--- src/rtl/ram_arbiter_if.sv ---
// One memory bus with a read/write/waitrequest/valid handshake.
// master drives the command; slave answers with data, valid and waitrq.
interface ram_arbiter_if #(
  parameter int ADDR_W = 22,
  parameter int DATA_W = 16
);
  logic [ADDR_W-1:0] addr;
  logic [DATA_W-1:0] data_in;
  logic              read;
  logic              write;
  logic [DATA_W-1:0] data_out;
  logic              valid;
  logic              waitrq;

  modport master (output addr, data_in, read, write, input data_out, valid, waitrq);
  modport slave  (input addr, data_in, read, write, output data_out, valid, waitrq);
endinterface

--- src/rtl/ram_arbiter.sv ---
// Two-requester DRAM arbiter: whole transactions, round-robin on ties.
// Define RAM_ARB_A_PRIORITY_EN to make port A win every tie instead.
module ram_arbiter #(
  parameter int ADDR_W     = 22,
  parameter int DATA_W     = 16,
  parameter int RD_TIMEOUT = 255
) (
  input  logic           CLOCK_50,
  input  logic           reset_n,
  ram_arbiter_if.slave   a,
  ram_arbiter_if.slave   b,
  ram_arbiter_if.master  ram,
  output logic           grant_b,
  output logic           timeout_err
);

  typedef enum logic [1:0] {IDLE = 2'd0, CMD = 2'd1, RDWAIT = 2'd2} state_t;

  localparam int CNT_W = $clog2(RD_TIMEOUT + 1);

  state_t            r_state;
  state_t            w_state_nxt;
  logic              r_grant_b;
  logic              r_timeout_err;
  logic [CNT_W-1:0]  r_cnt;

  logic              w_req_a;
  logic              w_req_b;
  logic              w_pick_b;
  logic              w_own_rd;
  logic              w_own_wr;
  logic [ADDR_W-1:0] w_own_addr;
  logic [DATA_W-1:0] w_own_data;
  logic              w_done;
  logic              w_done_vld;
  logic              w_timeout;

  assign w_req_a = a.read | a.write;
  assign w_req_b = b.read | b.write;

`ifdef RAM_ARB_A_PRIORITY_EN
  assign w_pick_b = w_req_b && !w_req_a;
`else
  logic r_last_b;

  // On a tie the port that did not win last time gets the bus.
  assign w_pick_b = w_req_b && (!w_req_a || !r_last_b);

  always_ff @(posedge CLOCK_50 or negedge reset_n) begin
    if (!reset_n) begin
      r_last_b <= 1'b1;
    end else if (r_state == IDLE && (w_req_a || w_req_b)) begin
      r_last_b <= w_pick_b;
    end
  end
`endif

  assign w_own_rd   = r_grant_b ? b.read    : a.read;
  assign w_own_wr   = r_grant_b ? b.write   : a.write;
  assign w_own_addr = r_grant_b ? b.addr    : a.addr;
  assign w_own_data = r_grant_b ? b.data_in : a.data_in;

  always_ff @(posedge CLOCK_50 or negedge reset_n) begin
    if (!reset_n) begin
      r_state       <= IDLE;
      r_grant_b     <= 1'b0;
      r_cnt         <= '0;
      r_timeout_err <= 1'b0;
    end else begin
      r_state <= w_state_nxt;
      if (r_state == IDLE && (w_req_a || w_req_b)) begin
        r_grant_b <= w_pick_b;
      end
      if (r_state != RDWAIT) begin
        r_cnt <= '0;
      end else if (r_cnt != CNT_W'(RD_TIMEOUT)) begin
        r_cnt <= r_cnt + CNT_W'(1);
      end
      if (w_timeout) begin
        r_timeout_err <= 1'b1;
      end
    end
  end

  always_comb begin
    w_state_nxt  = r_state;
    w_done       = 1'b0;
    w_done_vld   = 1'b0;
    w_timeout    = 1'b0;
    ram.addr     = '0;
    ram.data_in  = '0;
    ram.read     = 1'b0;
    ram.write    = 1'b0;
    unique case (r_state)
      IDLE: begin
        if (w_req_a || w_req_b) begin
          w_state_nxt = CMD;
        end
      end
      CMD: begin
        ram.addr    = w_own_addr;
        ram.data_in = w_own_data;
        ram.write   = w_own_wr;
        ram.read    = w_own_rd && !w_own_wr;
        if (!w_own_rd && !w_own_wr) begin
          w_state_nxt = IDLE;
        end else if (!ram.waitrq) begin
          if (w_own_wr) begin
            w_done      = 1'b1;
            w_state_nxt = IDLE;
          end else if (ram.valid) begin
            w_done      = 1'b1;
            w_done_vld  = 1'b1;
            w_state_nxt = IDLE;
          end else begin
            w_state_nxt = RDWAIT;
          end
        end
      end
      RDWAIT: begin
        // Commands stay low here so the DRAM never sees a second read.
        ram.addr    = w_own_addr;
        ram.data_in = w_own_data;
        if (ram.valid) begin
          w_done      = 1'b1;
          w_done_vld  = 1'b1;
          w_state_nxt = IDLE;
        end else if (r_cnt == CNT_W'(RD_TIMEOUT)) begin
          w_done      = 1'b1;
          w_timeout   = 1'b1;
          w_state_nxt = IDLE;
        end
      end
      default: w_state_nxt = IDLE;
    endcase
  end

  assign a.waitrq   = !(w_done && !r_grant_b);
  assign a.valid    = w_done_vld && !r_grant_b;
  assign b.waitrq   = !(w_done && r_grant_b);
  assign b.valid    = w_done_vld && r_grant_b;
  assign a.data_out = ram.data_out;
  assign b.data_out = ram.data_out;

  assign grant_b     = r_grant_b;
  assign timeout_err = r_timeout_err;

endmodule

--- src/flat_wrapper.sv ---
// flat-port wrapper written by rule: the top's interface ports become plain ports
module ram_arbiter_flat 
#(
  parameter int ADDR_W     = 22,
  parameter int DATA_W     = 16,
  parameter int RD_TIMEOUT = 255
)
  (CLOCK_50, reset_n, grant_b, timeout_err, a_addr, a_data_in, a_read, a_write, a_data_out, a_valid, a_waitrq, b_addr, b_data_in, b_read, b_write, b_data_out, b_valid, b_waitrq, ram_addr, ram_data_in, ram_read, ram_write, ram_data_out, ram_valid, ram_waitrq);
  ram_arbiter_if #(.ADDR_W(ADDR_W), .DATA_W(DATA_W)) a_i ();
  ram_arbiter_if #(.ADDR_W(ADDR_W), .DATA_W(DATA_W)) b_i ();
  ram_arbiter_if #(.ADDR_W(ADDR_W), .DATA_W(DATA_W)) ram_i ();
  input  logic CLOCK_50;
  input  logic reset_n;
  output logic grant_b;
  output logic timeout_err;
  input wire logic [$bits(a_i.addr)-1:0] a_addr;
  input wire logic [$bits(a_i.data_in)-1:0] a_data_in;
  input wire logic [$bits(a_i.read)-1:0] a_read;
  input wire logic [$bits(a_i.write)-1:0] a_write;
  output wire logic [$bits(a_i.data_out)-1:0] a_data_out;
  output wire logic [$bits(a_i.valid)-1:0] a_valid;
  output wire logic [$bits(a_i.waitrq)-1:0] a_waitrq;
  input wire logic [$bits(b_i.addr)-1:0] b_addr;
  input wire logic [$bits(b_i.data_in)-1:0] b_data_in;
  input wire logic [$bits(b_i.read)-1:0] b_read;
  input wire logic [$bits(b_i.write)-1:0] b_write;
  output wire logic [$bits(b_i.data_out)-1:0] b_data_out;
  output wire logic [$bits(b_i.valid)-1:0] b_valid;
  output wire logic [$bits(b_i.waitrq)-1:0] b_waitrq;
  output wire logic [$bits(ram_i.addr)-1:0] ram_addr;
  output wire logic [$bits(ram_i.data_in)-1:0] ram_data_in;
  output wire logic [$bits(ram_i.read)-1:0] ram_read;
  output wire logic [$bits(ram_i.write)-1:0] ram_write;
  input wire logic [$bits(ram_i.data_out)-1:0] ram_data_out;
  input wire logic [$bits(ram_i.valid)-1:0] ram_valid;
  input wire logic [$bits(ram_i.waitrq)-1:0] ram_waitrq;
  assign a_i.addr = a_addr;
  assign a_i.data_in = a_data_in;
  assign a_i.read = a_read;
  assign a_i.write = a_write;
  assign a_data_out = a_i.data_out;
  assign a_valid = a_i.valid;
  assign a_waitrq = a_i.waitrq;
  assign b_i.addr = b_addr;
  assign b_i.data_in = b_data_in;
  assign b_i.read = b_read;
  assign b_i.write = b_write;
  assign b_data_out = b_i.data_out;
  assign b_valid = b_i.valid;
  assign b_waitrq = b_i.waitrq;
  assign ram_addr = ram_i.addr;
  assign ram_data_in = ram_i.data_in;
  assign ram_read = ram_i.read;
  assign ram_write = ram_i.write;
  assign ram_i.data_out = ram_data_out;
  assign ram_i.valid = ram_valid;
  assign ram_i.waitrq = ram_waitrq;
  ram_arbiter #(.ADDR_W(ADDR_W), .DATA_W(DATA_W), .RD_TIMEOUT(RD_TIMEOUT)) u_core (.CLOCK_50(CLOCK_50), .reset_n(reset_n), .a(a_i), .b(b_i), .ram(ram_i), .grant_b(grant_b), .timeout_err(timeout_err));
endmodule
--- config.mk ---
export PLATFORM = sky130hd
export DESIGN_NAME = ram_arbiter_flat
export DESIGN_NICKNAME = d
export VERILOG_FILES = /design/src/rtl/ram_arbiter_if.sv /design/src/rtl/ram_arbiter.sv /design/src/flat_wrapper.sv
export SDC_FILE = /design/constraint.sdc
export NUM_CORES = 1
export LEC_CHECK = 0
export BUFFER_PORTS_ARGS = -buffer_cell sky130_fd_sc_hd__buf_2
export CAP_MARGIN = 40
export CORE_UTILIZATION = 36
export DETAILED_ROUTE_END_ITERATION = 10
export PLACE_DENSITY = 0.82
export SETUP_SLACK_MARGIN = 0.1
export SLEW_MARGIN = 5
export SYNTH_ARGS = -nofsm -noshare
export SYNTH_HDL_FRONTEND = slang
export SYNTH_SLANG_ARGS = --single-unit
--- constraint.sdc ---
create_clock -name CLOCK_50 -period 1.75 [get_ports CLOCK_50]
set_input_delay 0.175 -clock CLOCK_50 [delete_from_list [all_inputs] [get_ports CLOCK_50]]
set_output_delay 0.175 -clock CLOCK_50 [all_outputs]
set_load 0.01 [all_outputs]
Word-level counts from Yosys, hierarchy flattened
Cells that the tools add are included.

Flip-flop bits (word level): 13. Bits of input ports: 100. Output and inout bits: 78. Logic and storage cells: 68.

$add $sub $neg: 1. Equal/unequal tests: 8. Multiplexer cells: 31. Bitwise gates (word level): 2. Reduce and logical (&&, ||, !) cells: 21.

Operators with widths (number): $mux W22 (2); $mux W16 (2); $mux W8 (2); $mux W1 (15); $mux W2 (7); $add A8 B1 Y8 const B (1); $eq A8 B8 Y1 const B (1); $logic_and A1 B1 Y1 (8); $ne A8 B8 Y1 const B (1); $logic_not A1 Y1 (7); $ne A3 B2 Y1 const B (2); $pmux W2 S3 (1); $pmux W1 S2 (2); $reduce_and A3 Y1 (1); $eq A2 B1 Y1 const B (1); $eq A2 B2 Y1 const B (1); $logic_not A2 Y1 (1); $logic_or A1 B1 Y1 (2); $ne A2 B1 Y1 const B (1); $ne A2 B2 Y1 const B (1); $or A1 B1 Y1 (2); $reduce_bool A2 Y1 (1); $reduce_or A2 Y1 (1).

Longest topological paths before layout
Depth in word-level cells: 7. Depth in mapped cells: 6. Depth with buffers taken out: 6.

Least setup slack after synthesis
No wires, ideal clock.

Path kind: register to register. From: register u_core.r_grant_b (netlist: u_core.grant_b). To: register u_core.r_state[0]. Setup time: 128 ps. Arrival: 1449 ps. Required time: 1622 ps. Slack: 174 ps. Stages on the path, launching flop included: 6. Path buffers: 1. Period minus slack after synthesis: 1576 ps. Path through: dfrtp_1 > buf_2 > nor3_2 > a21oi_2 > a311oi_2 > mux2_1.

Cells in the longest elaborated chain, start to end: 5. Elaborated cells between the ends (all ways): 11. Those cells by class: eq/ne: 1; mux: 6; reduce/logical: 4.

RTL lines: from (decl) (RTL line ram_arbiter.sv:23) `logic r_grant_b;`; from (signal assigned) (RTL line ram_arbiter.sv:72) `r_grant_b <= w_pick_b;`; $mux W1 (on tied branches) (RTL line ram_arbiter.sv:59, ram_arbiter.sv:58); $mux W2 / $logic_not A1 Y1 (equally long branches) (RTL line ram_arbiter.sv:108, ram_arbiter.sv:105); $mux W2 / $logic_and A1 B1 Y1 (equally long branches) (RTL line ram_arbiter.sv:107, ram_arbiter.sv:105); $mux W2 / $ne A3 B2 Y1 (equally long branches); $pmux W2 S3 / $reduce_and A3 Y1 (equally long branches); to (signal assigned) (RTL line ram_arbiter.sv:70) `r_state <= w_state_nxt;`; to (decl) (RTL line ram_arbiter.sv:21) `state_t r_state;`.

Several ways; a longest one is shown, not always the timed one. The select of a mux whose other input is x is not followed. A chain may end at the register's enable or synchronous reset.

Worst setup path after layout
From: register u_core.r_state[1]. To: output port a_valid.

Cells in the longest elaborated chain, start to end: 3. Elaborated cells between the ends (all ways): 4. Those cells by class: eq/ne: 2; mux: 1; reduce/logical: 1.

RTL lines: $eq A2 B2 Y1 / $eq A2 B1 Y1 (equally long branches) (RTL line ram_arbiter.sv:94) `unique case (r_state)`; $pmux W1 S2 (*) (RTL line ram_arbiter.sv:94); $logic_and A1 B1 Y1 (*) (RTL line ram_arbiter.sv:139) `assign a.valid = w_done_vld && !r_grant_b;`; to (decl) (RTL line flat_wrapper.sv:21) `output wire logic [$bits(a_i.valid)-1:0] a_valid;`.

Every way passes the cells marked *; elsewhere a longest branch is shown, timed or not.

==> flow_metrics.py <==
metrics = {
    "sta": {
        "hold_ws_ns": 0.318,
        "setup_violations": 29,
        "finalSetupTns_ns": -0.411,
        "max_freq_mhz": 552,
        "rsz0062_at_grt": "yes",
        "tightest_slew_ns": 0.357,
        "fin_crit_ns": 1.81,
        "period_share_pct": 103,
        "report.final.slew_viol_count": 0,
        "final.setup_skew_ns": 0.00248,
        "slew_headroom_pct": 76.1,
        "fin_ws_ns": -0.0605,
        "timing.final.hold_violations": 0,
    },
    "clock_tree": {
        "clk_pin_slew_ns": 0.06,
        "cts_tree": "done",
        "clkLatencyLatePin_ns": 0.25,
        "numCtsBuffers": 3,
        "cts_sinks": 13,
        "cts_max_level": 1,
        "clock_path_buffers": 2,
        "clockRootBuffer": "clkbuf_8",
    },
    "grt": {
        "met1_usage_pct": 17.2,
        "grt_overflow_total": 0,
        "grtUsageMet3_pct": 4.64,
        "grt-busiest-layer": "met2",
        "grt_pass1_wl_mm": 7.07,
        "grt_max_degree": 43,
        "grtUsageMet2_pct": 33.1,
        "grtUsageTotal_pct": 17.4,
        "grt_pass1_vias": 1695,
        "antenna_found_initial": 0,
    },
    "worst_setup_path": {
        "crit_path_end_kind": "output pin",
        "crit_fanout": 3,
        "crit_family": "flip-flops",
        "r2r_end": "u_core.r_state[0]$_DFFE_PN0P_",
        "r2r_slack_ns": 0.05,
        "reg2regPathDepth": 6,
        "path_buf_inv": 2,
        "start_kind": "register",
        "cpPeakStageDelay_ns": 0.39,
        "reg2reg_from": "u_core.r_state[1]$_DFFE_PN0P_",
        "arrival_ns": 1.64,
        "crit_path_top_delay_cell": "dfrtp_1",
        "path_cells": "inv_2 > ha_4 > nand4b_1 > a21oi_2 > o21ai_2 > nor3b_2 > buf_2",
        "cp_data_required_time_ns": 1.57,
        "crit_type": "reg2out",
        "crit_cells": 7,
    },
    "synth": {
        "yosysUniqueCellTypes": 36,
        "ys_warn_count": 0,
        "syn_area_um2": 1730,
        "syn_nets": 312,
        "ys_ff_latch": 13,
        "synth.avg_cell_area_um2": 8.38,
        "syn_inst": 207,
        "seq_area_frac_synth_pct": 18.8,
    },
    "cells_and_area": {
        "area_growth_syn_to_layout_pct": 50.1,
        "fin_cells": 370,
        "layout-drive-gt1-share_pct": 57.5,
        "diodes": 0,
        "postLayoutCoreUtil_pct": 57.8,
        "nNetsFinal": 424,
        "fillerInstances": 386,
    },
    "power_and_ir_drop": {
        "p_leak_nw": 1.44,
        "peakVddDrop_mv": 0.601,
        "power_density_nw_per_um2": 1420,
    },
    "placement": {
        "pre_cts_ws_ns": 0.0324,
        "gp_congestion": 0.931,
        "place_hpwl_mm": 3.81,
        "dp_cells": 353,
        "port_buffers": 129,
    },
    "die": {
        "rows": 24,
        "core_area_um2": 4500,
        "die_area_um2": 5100,
        "die_h_um": 71.4,
        "die_x_um": 71.4,
        "io_pins": 178,
        "start_util_pct": 38.5,
    },
    "drt": {
        "via_count": 1859,
        "routed_via_density": 5.02,
        "drtPass1Iterations": 7,
        "drc": 10,
        "drtIter0Drc": 60,
        "routed_wl_mm": 5.47,
        "ant_nets": 0,
        "wl_per_cell_um": 14.8,
    },
    "outcome": {
        "failed_checks": "design-rule violations, negative setup slack",
        "status": "finished with violations",
    },
    "hold_path": {
        "holdPathEnd": "u_core.r_last_b$_DFFE_PN1P_",
        "whs_path_depth": 3,
        "hp-start": "b_read",
        "min_path_type": "in2reg",
    },
    "flow_run": {
        "drv_cap": 0,
    },
}
-- cells by family (layout without fill, tap and decap cells) --
group	Yosys count	count (layout)	synth area share (%)
AOI/OAI and AO/OA	23	23	8.80
xor gates and xnor gates	4	4	2.02
adders and majority gates	5	5	3.61
buffers and inverters	46	157	17.2
DFF	13	13	18.8
muxes	41	41	23.7
and+or+nand+nor	75	75	25.8
-- report_power, final --
group / internal (mW) / total, mW / switching (mW)
logic: 1.62 / 2.99 / 1.37
registers: 0.358 / 0.429 / 0.0711
clock network: 0.161 / 0.279 / 0.117
total: 2.14 / 3.70 / 1.56
-- placed cells by master (no fill, tap or decap), types with 2 or more instances in the layout --
cell	count
inv_1	3
nor2b_2	2
and3_1	2
nor2_1	15
nand3_2	2
a21oi_1	3
buf_2	123
ha_4	4
xor2_1	4
o21ai_0	8
dfrtp_1	9
clkbuf_8	3
buf_6	9
nand2_1	6
nor2b_1	32
nor2b_4	6
dfrtp_2	3
a21oi_2	2
clkbuf_16	2
nand3_1	2
buf_4	11
mux2i_1	39
-- flip-flops by register name, summed over array words and instances (netlist names) --
| signal | cells |
|---|---|
| u_core.grant_b | 1 |
| u_core.r_cnt | 8 |
| u_core.timeout_err | 1 |
| u_core.r_last_b | 1 |
| u_core.r_state | 2 |
-- synth_stat cells --
cell type   n  area, um^2
o21ai_0     9        45.0
o2111ai_1   1        8.76
nor2_1     15        56.3
a21o_1      1        7.51
o21a_1      1        7.51
nand3_1     3        15.0
buf_2       5        25.0
nor2b_1    40         250
clkbuf_1    4        15.0
mux2i_1    40         400
buf_4      32         240
dfrtp_1    12         300
nor3_2      1        10.0
nand4b_1    1        8.76
a31o_2      1        8.76
and2b_2     1        8.76
nand3_2     1        10.0
o211ai_1    1        7.51
and3_2      1        7.51
nand2_1     6        22.5
and3_1      2        12.5
a311oi_2    1        15.0
nand4bb_1   1        11.3
a21oi_1     4        20.0
xor2_1      4        35.0
a211oi_1    1        7.51
a21oi_2     1        8.76
nand4_4     1        21.3
nor3_1      1        5.00
dfstp_2     1        26.3
nor3b_1     1        7.51
mux2_1      1        11.3
inv_1       5        18.8
o22ai_1     1        6.26
a32o_1      1        10.0
ha_1        5        62.6
-- worst min-delay path, cell delays in order --
cell,delay (ns)
buf_2,0.10
o21ai_0,0.10
o21ai_0,0.16
-- layer usage --
| layer | wire [um] | up-vias |
|---|---|---|
| li1 | - | 897 |
| met1 | 2000 | 860 |
| met2 | 2880 | 87 |
| met3 | 427 | 15 |
| met4 | 163 | 0 |
| met5 | 0 | - |
-- final cells by class --
cell class | instances | area (um^2) | share of cell area (%)
inverter | 5 | 21.3 | 0.817
clock buffer | 4 | 45.0 | 1.73
multi-input combinational | 148 | 1250 | 47.9
timing repair buffer | 148 | 895 | 34.4
sequential | 13 | 330 | 12.7
tap | 52 | 65.1 | 2.50
-- what timing repair did --
| action | in CTS | in global routing |
|---|---|---|
| hold buffers | 1 | 0 |
| pin swaps | 4 | 8 |
| setup endpoints to repair | 43 | 44 |
| cloned | 0 | 5 |
| buffers inserted | 3 | 5 |
| endpoints found under the hold margin | 12 | 0 |
| resized for setup | 7 | 31 |
-- worst max-delay path by stage --
stage                                              from                       endpoint  slack, ns
after global routing      u_core.r_state[1]$_DFFE_PN0P_                        a_valid      -0.12
after global placement    u_core.r_state[1]$_DFFE_PN0P_                        a_valid       0.09
after floorplan              u_core.grant_b$_DFFE_PN0P_  u_core.r_state[0]$_DFFE_PN0P_       0.17
after detailed placement  u_core.r_state[1]$_DFFE_PN0P_                        a_valid       0.03
after CTS                 u_core.r_state[1]$_DFFE_PN0P_                        a_valid      -0.06
final                     u_core.r_state[1]$_DFFE_PN0P_                        a_valid      -0.06
-- metrics by stage --
step / total power [mW] / instance area, um^2
after floorplan: 1.95 / 1730
final: 3.70 / 2600
after detailed placement: 2.67 / 2220
after global placement: 2.62 / 2220
after CTS: 3.01 / 2330
after global routing: 3.95 / 2600
Power figures use the tool's default switching activity.
